--- src/rtl/morse_decoder_pkg.sv ---
// Shared Morse constants, types and helpers for the receive and transmit paths.
// The transmitter adds the word-space size code and its own FSM state type.
package morse_decoder_pkg;

  localparam int MORSE_CHAR_WIDTH_MAX_C = 5;
  localparam int MORSE_SIZE_WIDTH_MAX_C = 3;

  // Default timing for a 12 MHz clock at roughly 10 words per minute.
  localparam int DOT_TICK_COUNT_C  = 1_440_000;
  localparam int DASH_TICK_COUNT_C = 3 * DOT_TICK_COUNT_C;
  localparam int CHAR_TICK_COUNT_C = 3 * DOT_TICK_COUNT_C;
  localparam int WORD_TICK_COUNT_C = 7 * DOT_TICK_COUNT_C;

  typedef logic [MORSE_CHAR_WIDTH_MAX_C-1:0] morse_sym_t;
  typedef logic [MORSE_SIZE_WIDTH_MAX_C-1:0] morse_size_t;

  // The receiver reports a word space as an all-zero pattern with a size code
  // that can never belong to a real character.
  localparam morse_sym_t  MORSE_SPACE_C      = '0;
  localparam morse_size_t MORSE_SPACE_SIZE_C = morse_size_t'(6);

  typedef enum logic [2:0] {
    IDLE     = 3'd0,
    MARK     = 3'd1,
    SYM_GAP  = 3'd2,
    CHAR_GAP = 3'd3,
    WORD_GAP = 3'd4
  } symbol_tx_fsm_t;

  function automatic int max_ticks(input int a, input int b, input int c,
                                   input int d, input int e);
    int m;
    m = a;
    if (b > m) m = b;
    if (c > m) m = c;
    if (d > m) m = d;
    if (e > m) m = e;
    return m;
  endfunction

endpackage

--- src/rtl/tx_duration_counter.sv ---
// Loadable down-counter timing each key-on / key-off interval of the keyer.
// It saturates at zero, so zero_o stays high until the next load.
module tx_duration_counter #(
  parameter int WIDTH = 8
) (
  input  logic             clk,
  input  logic             resetn,
  input  logic             load_i,
  input  logic [WIDTH-1:0] value_i,
  output logic             zero_o
);

  logic [WIDTH-1:0] cnt_d;
  logic [WIDTH-1:0] cnt_q;

  always_comb begin
    // NOTE: every combinational output gets a default first, so no path leaves it unassigned (no latch).
    cnt_d = cnt_q;
    if (load_i) begin
      cnt_d = value_i;
    end else if (cnt_q != '0) begin
      cnt_d = cnt_q - WIDTH'(1);
    end
  end

  always_ff @(posedge clk or negedge resetn) begin
    // NOTE: state is updated with non-blocking assignments so all flops sample the same pre-edge values.
    if (!resetn) begin
      cnt_q <= '0;
    end else begin
      cnt_q <= cnt_d;
    end
  end

  assign zero_o = (cnt_q == '0);

endmodule

--- src/rtl/symbol_tx.sv ---
// Morse keyer: plays one dot/dash character (or a word space) per handshake
// on a registered key line with dot, dash, symbol, character and word timing.
module symbol_tx
  import morse_decoder_pkg::*;
#(
  parameter int DOT_TICKS      = DOT_TICK_COUNT_C,
  parameter int DASH_TICKS     = DASH_TICK_COUNT_C,
  parameter int SYM_GAP_TICKS  = DOT_TICK_COUNT_C,
  parameter int CHAR_GAP_TICKS = CHAR_TICK_COUNT_C,
  parameter int WORD_GAP_TICKS = WORD_TICK_COUNT_C
) (
  input  logic                              clk,
  input  logic                              resetn,
  input  logic                              tvalid_i,
  output logic                              tready_o,
  input  logic [MORSE_CHAR_WIDTH_MAX_C-1:0] tdata_i,
  input  logic [MORSE_SIZE_WIDTH_MAX_C-1:0] tsize_i,
  output logic                              key_o,
  output logic                              busy_o,
  output logic                              err_o
);

  localparam int MAX_TICKS = max_ticks(DOT_TICKS, DASH_TICKS, SYM_GAP_TICKS,
                                       CHAR_GAP_TICKS, WORD_GAP_TICKS);
  localparam int CNT_W     = $clog2(MAX_TICKS + 1);

  // Counter preload values: a state loaded with N-1 lasts exactly N cycles.
  localparam logic [CNT_W-1:0] DOT_LD  = CNT_W'(DOT_TICKS - 1);
  localparam logic [CNT_W-1:0] DASH_LD = CNT_W'(DASH_TICKS - 1);
  localparam logic [CNT_W-1:0] SYM_LD  = CNT_W'(SYM_GAP_TICKS - 1);
  localparam logic [CNT_W-1:0] CHAR_LD = CNT_W'(CHAR_GAP_TICKS - 1);
  localparam logic [CNT_W-1:0] WORD_LD = CNT_W'(WORD_GAP_TICKS - 1);

  symbol_tx_fsm_t state_d, state_q;
  morse_sym_t     sym_d,   sym_q;
  morse_size_t    size_d,  size_q;
  morse_size_t    idx_d,   idx_q;
  logic           key_d,   key_q;
  logic           err_d,   err_q;

  logic             accept;
  logic             is_space;
  logic             is_legal;
  logic             last_sym;
  logic             mark_dash;
  logic             cnt_load;
  logic [CNT_W-1:0] cnt_value;
  logic             cnt_zero;

  assign tready_o = (state_q == IDLE);
  assign accept   = tvalid_i && tready_o;
  assign is_space = (tdata_i == MORSE_SPACE_C) && (tsize_i == MORSE_SPACE_SIZE_C);
  assign is_legal = (tsize_i >= morse_size_t'(1)) &&
                    (tsize_i <= morse_size_t'(MORSE_CHAR_WIDTH_MAX_C));
  assign last_sym = ((idx_q + morse_size_t'(1)) == size_q);

  // First symbol comes straight from the bus; later ones from the latched
  // pattern, whose index was already advanced when the previous mark ended.
  assign mark_dash = (state_q == IDLE) ? tdata_i[0] : sym_q[idx_q];

  always_ff @(posedge clk or negedge resetn) begin
    if (!resetn) begin
      state_q <= IDLE;
    end else begin
      state_q <= state_d;
    end
  end

  always_comb begin
    state_d = state_q;
    unique case (state_q)
      IDLE: begin
        if (accept && is_space) begin
          state_d = WORD_GAP;
        end else if (accept && is_legal) begin
          state_d = MARK;
        end
      end
      MARK: begin
        if (cnt_zero) begin
          state_d = last_sym ? CHAR_GAP : SYM_GAP;
        end
      end
      SYM_GAP: begin
        if (cnt_zero) begin
          state_d = MARK;
        end
      end
      CHAR_GAP, WORD_GAP: begin
        if (cnt_zero) begin
          state_d = IDLE;
        end
      end
      default: state_d = IDLE;
    endcase
  end

  always_comb begin
    key_d     = (state_d == MARK);
    err_d     = accept && !is_space && !is_legal;
    busy_o    = (state_q != IDLE);
    // Every timed state is entered through a state change, so that is the load strobe.
    cnt_load  = (state_d != state_q) && (state_d != IDLE);
    cnt_value = '0;
    unique case (state_d)
      MARK:     cnt_value = mark_dash ? DASH_LD : DOT_LD;
      SYM_GAP:  cnt_value = SYM_LD;
      CHAR_GAP: cnt_value = CHAR_LD;
      WORD_GAP: cnt_value = WORD_LD;
      default:  cnt_value = '0;
    endcase
  end

  always_comb begin
    sym_d  = sym_q;
    size_d = size_q;
    idx_d  = idx_q;
    if (accept) begin
      sym_d  = tdata_i;
      size_d = tsize_i;
      idx_d  = '0;
    end else if ((state_q == MARK) && cnt_zero && !last_sym) begin
      idx_d = idx_q + morse_size_t'(1);
    end
  end

  always_ff @(posedge clk or negedge resetn) begin
    if (!resetn) begin
      sym_q  <= '0;
      size_q <= '0;
      idx_q  <= '0;
      key_q  <= 1'b0;
      err_q  <= 1'b0;
    end else begin
      sym_q  <= sym_d;
      size_q <= size_d;
      idx_q  <= idx_d;
      key_q  <= key_d;
      err_q  <= err_d;
    end
  end

  assign key_o = key_q;
  assign err_o = err_q;

  tx_duration_counter #(
    .WIDTH (CNT_W)
  ) u_duration (
    .clk     (clk),
    .resetn  (resetn),
    .load_i  (cnt_load),
    .value_i (cnt_value),
    .zero_o  (cnt_zero)
  );

endmodule

--- config.mk ---
export PLATFORM = sky130hd
export DESIGN_NAME = symbol_tx
export DESIGN_NICKNAME = d
export VERILOG_FILES = /design/src/rtl/morse_decoder_pkg.sv /design/src/rtl/tx_duration_counter.sv /design/src/rtl/symbol_tx.sv
export SDC_FILE = /design/constraint.sdc
export NUM_CORES = 1
export LEC_CHECK = 0
export BUFFER_PORTS_ARGS = -buffer_cell sky130_fd_sc_hd__buf_4
export CAP_MARGIN = 5
export CORE_MARGIN = 2
export CORE_UTILIZATION = 60
export CTS_CLUSTER_SIZE = 40
export DETAILED_ROUTE_END_ITERATION = 16
export PLACE_DENSITY = 0.8
export SYNTH_ARGS = -nofsm -noshare
export SYNTH_HDL_FRONTEND = slang
export SYNTH_SLANG_ARGS = --single-unit
--- constraint.sdc ---
create_clock -name clk -period 3.05 [get_ports clk]
set_input_delay 0.61 -clock clk [delete_from_list [all_inputs] [get_ports clk]]
set_output_delay 0.61 -clock clk [all_outputs]
set_load 0.02 [all_outputs]
==> Word-level counts from Yosys, hierarchy flattened <==
Cells that the tools add are included.
{ "word_totals": {"output_inout_bits": 4, "word_cells": 61, "regBits": 40, "inputBits": 11} }
{ "op_classes": {"n_eq_ne": 11, "n_reduce_logical": 22, "muxes": 16, "n_addsub": 2, "order_cmp": 3} }
{ "ops": {"columns": ["operator", "count"], "rows": [
  ["$pmux W24 S4", 1],
  ["$mux W24", 2],
  ["$logic_not A24 Y1", 1],
  ["$reduce_bool A24 Y1", 1],
  ["$sub A24 B1 Y24 const B", 1],
  ["$mux W23", 1],
  ["$mux W3", 7],
  ["$eq A3 B2 Y1 const B", 4],
  ["$pmux W3 S4", 1],
  ["$logic_and A1 B1 Y1", 10],
  ["$eq A3 B3 Y1 const B", 3],
  ["$eq A3 B1 Y1 const B", 2],
  ["$reduce_bool A3 Y1", 2],
  ["$logic_not A5 Y1", 1],
  ["$lt A3 B4 Y1 const B", 1],
  ["$reduce_bool A2 Y1", 2],
  ["$add A3 B1 Y3 const B", 1],
  ["$bmux W1 S3", 1],
  ["$eq A3 B3 Y1", 1],
  ["$ge A3 B1 Y1 const B", 1],
  ["$le A3 B3 Y1 const B", 1],
  ["$logic_not A1 Y1", 3],
  ["$logic_not A3 Y1", 1],
  ["$mux W1", 3],
  ["2 further kinds", 2]
]} }

==> Logic depth before layout (Yosys ltp) <==
{ "depth": {"depth_word": 9, "ltp_mapped": 10} }

==> Cells and area by module <==
From an unflattened synthesis, not the netlist that was laid out.
{ "unflattened": {"cells_unflattened": 269, "area_unflattened_um2": 2408.6} }
{ "modules_own_cells": {"columns": ["mod", "cells_per_inst", "instances", "area_per_inst_um2"], "rows": [
  ["tx_duration_counter", 164, 1, 1506.4],
  ["symbol_tx", 105, 1, 902.1]
]} }

==> Worst setup path before layout <==
No wires, ideal clock.
{ "synth_path": {"path_kind": "register -> register", "start": "register u_duration.cnt_q[0]", "end": "register idx_q[2]", "synth_period_minus_slack_ps": 2369, "path_buffers": 1, "slack_ps": 681, "stages_incl_launch_ff": 10, "t_arrival_ps": 2290, "setup_ps": 79, "path_cell_list": "dfrtp_1 -> inv_1 -> ha_1 -> nor3b_1 -> and3_1 -> buf_4 -> nand2_4 -> or4_1 -> or3_1 -> a21oi_1"} }
{ "synth_between": {"elab_chain_cells": 4} }
{ "synth_rtl": {"columns": ["element", "line", "text"], "rows": [
  ["from (decl)", "tx_duration_counter.sv:14", "logic [WIDTH-1:0] cnt_q;"],
  ["from (signal assigned)", "tx_duration_counter.sv:31", "cnt_q <= cnt_d;"],
  ["$logic_not A24 Y1", "tx_duration_counter.sv:35", "assign zero_o = (cnt_q == '0);"],
  ["$logic_and A1 B1 Y1 (2 in a row)", "symbol_tx.sv:122", "end else if ((state_q == MARK) && cnt_zero && !last_sym) begin"],
  ["$reduce_bool A2 Y1 (no source line)", null, null],
  ["to (signal assigned)", "symbol_tx.sv:137", "idx_q <= idx_d;"],
  ["to (decl)", "symbol_tx.sv:37", "morse_size_t idx_d, idx_q;"]
]} }
No other way between the ends.
A chain may end at the register's enable or synchronous reset.

==> Worst setup path after layout <==
{ "layout_path": {"start": "register idx_q[0]", "end": "register u_duration.cnt_q[9]"} }
{ "layout_between": {"elab_chain_cells": 8} }
{ "layout_rtl": {"columns": ["element", "line", "text"], "rows": [
  ["$add A3 B1 Y3", "symbol_tx.sv:55", "assign last_sym = ((idx_q + morse_size_t'(1)) == size_q);"],
  ["$eq A3 B3 Y1", "symbol_tx.sv:55", null],
  ["$mux W1", "symbol_tx.sv:81", "state_d = last_sym ? CHAR_GAP : SYM_GAP;"],
  ["$mux W3", "symbol_tx.sv:80", "if (cnt_zero) begin"],
  ["$pmux W3 S4", "symbol_tx.sv:71", "unique case (state_q)"],
  ["$eq A3 B3 Y1, or another cell as far along", "symbol_tx.sv:105", "unique case (state_d)"],
  ["$pmux W24 S4 / $logic_and A1 B1 Y1 (equally long branches)", "symbol_tx.sv:105, symbol_tx.sv:103", null],
  ["$mux W24 / $reduce_bool A2 Y1 (equally long branches)", null, null]
]} }
Parallel ways exist; a longest one is shown, timed or not. The select of a mux whose other input is x is not followed.

==> results.txt <==
dominant cells by area after synthesis - dfrtp_1 (43%), xnor2_1 (6.4%), o21ai_0 (5.2%)
die width - 66.1 um
hold slack - 0.280 ns
final hold violation count - 0
final net count - 276
via count - 1871
TNS Setup - 0 ns
Clock Path Buffers - 2
global-route wire length before repair - 8.45 mm
endpoint class of the critical path - flop
syn_area_per_cell - 9.37 um^2
Post-CTS Setup Bufs - 0
Rel. slew slack - 46.6%
Final Power - 1.91 mW
# diodes - 0
vias in the first global route - 1856
cts hold-fix bufs - 0
Clock Root Buffer - clkbuf_8
met2 Track Usage GR - 38.5%
R2R Path Start - idx_q[0]
GRT Residual Overflow - 0
initial drt markers - 225
wire length per cell - 15.2 um
post-CTS sizing - 0
Cell Pwr Density - 734 nW/um^2
post-synth top area cell - dfrtp_1
R2R Setup Slk - 0.40 ns
MaxCap Viol Count - 0
port bufs - 14
Synth cell types - 49
FMAX - 377 MHz
path type of the worst setup path - flop to flop
critical path data arrival time - 2.83 ns
routing usage on met1 - 36.1%
Final period util - 86.9%
area of the multi-input gates - 1230 um^2
FF/Latch Area - 1000 um^2
status - finished clean
# fillers - 293
worst min-delay path class - input pin to asynchronous set/reset pin
Max H-tree Level - 2
grt peak-use layer - met2
Top Ports - 15
CTS tree - done
Leakage - 1.09 nW
gp weighted congestion - 0.902
Startpoint Class - flop
GRT met3 Usage - 5.28%
cell area after synthesis - 2310 um^2
fin crit period - 2.65 ns
Clk Latency, worst-skew pair - 0.29 ns
Clock Sinks - 40
Synth Flop Type - dfrtp_1
# rows - 22
DIE HEIGHT - 66.1 um
most common cell after layout, fill and taps aside - dfrtp_1
Max Fanout on Critical Path - 9
Synth Warn # - 0
starting density of the core - 62.8%
via density per instance - 6.02
DP HPWL - 3.42 mm
die area - 4370 um^2
Worst-Margin Slew - 0.792 ns
final wirelength - 4.73 mm
sequential cell area fraction in the yosys report - 43.2%
Overall Global Routing Usage - 25.1%
skew final - 0.0124 ns
initial antenna violation count - 0
fin util - 70.7%
ys async rst share - 100%
clock slew at reported path FFs - 0.08 ns
R2R Path End - u_duration.cnt_q[9]
Core ar. - 3690 um^2
largest net degree at the start of global routing - 41
Crit path required time - 3.23 ns
most frequent cells in the layout - dfrtp_1 (40), o21ai_0 (24), nor2_1 (21), nand2_1 (21), buf_4 (21)
drt pass-1 iters - 4
Mapped Cells - 247
Yosys top cell area share - 43.2%
r2r worst-path depth - 6
share of cells above drive strength 1 - 16.0%
synthesized net count - 260
# setup viols final - 0
number of buffers created by CTS - 5
Area Growth Syn to Fin - 12.6%
VDD IR max - 0.496 mV
Detail Route Antenna Nets - 0
Final Max Slew Viols - 0
Post-synth EDFFs - 0
drc violations - 0
Synth Register Bits - 40
RSZ-0062 raised after global routing - no
## cell families after synthesis
logic type | count (synthesis) | synth area share (%)
muxes | 15 | 6.97
AOI/OAI and AO/OA | 59 | 15.6
adders and majority gates | 2 | 1.08
xor gates and xnor gates | 24 | 9.08
DFF | 40 | 43.2
buffers and inverters | 19 | 3.46
and+or+nand+nor | 88 | 20.5
## how the worst max path moves through the flow
stage                         from                  end  slack (ns)  depth (start not counted)
2_1_floorplan  u_duration.cnt_q[0]             idx_q[2]        0.68                          9
3_3_place_gp   u_duration.cnt_q[0]             idx_q[2]        0.46                          9
3_5_place_dp              idx_q[0]  u_duration.cnt_q[9]        0.39                          6
4_1_cts                   idx_q[0]  u_duration.cnt_q[9]        0.40                          6
5_1_grt                   idx_q[0]  u_duration.cnt_q[5]        0.14                          7
6_report                  idx_q[0]  u_duration.cnt_q[9]        0.40                          6
## routing by layer
layer  vias up  wire length [um]
met5         -                 0
met4         0                44
met3         7               213
met2        46              2200
met1       902              2270
li1        916                 -
## state kept, by name (all words and copies together), names as in the netlist
register          count
err_o                 1
idx_q                 3
key_o                 1
size_q                3
state_q               3
sym_q                 5
u_duration.cnt_q     24
## cells in the mapped netlist (all sizes together), types with 3 or more instances
cell type and count:
a21oi 13, buf 4, clkbuf 8, dfrtp 40, inv 7, mux2 9, mux2i 6, nand2 22
nand3 4, nor2 21, nor3 6, nor4 12, o21a 3, o21ai 25, or3 6, xnor2 17
xor2 7
## per-stage QoR
stage,cells,worst slack [ns],instance area [um^2]
finish,311,0.398,2610
floorplan,247,0.681,2310
global route,311,0.142,2610
CTS,311,0.399,2610
detailed placement,304,0.388,2480
global placement,304,0.464,2480
## power breakdown
| part | total (mW) | switching, mW | leakage, nW | internal (mW) |
|---|---|---|---|---|
| sequential | 0.821 | 0.140 | 0.470 | 0.682 |
| clock | 0.505 | 0.182 | 0.0642 | 0.322 |
| combinational | 0.588 | 0.295 | 0.558 | 0.293 |
| total | 1.91 | 0.617 | 1.09 | 1.30 |
## final cells by class
class | instances | area share [%]
well taps | 48 | 2.30
inverters | 7 | 1.01
flip-flops and latches | 40 | 38.4
clock buffers | 5 | 2.64
repair buffers | 21 | 6.05
clock inverters | 2 | 2.30
multi-input cells | 188 | 47.3
## worst max-delay path, cell delays in order (launching register included)
cell,delay [ns]
dfrtp_1,0.43
ha_1,0.34
xnor2_1,0.18
nand2_1,0.09
o41ai_2,0.72
o21ai_1,0.42
mux2_2,0.37
(Power assumes the default switching activity.)
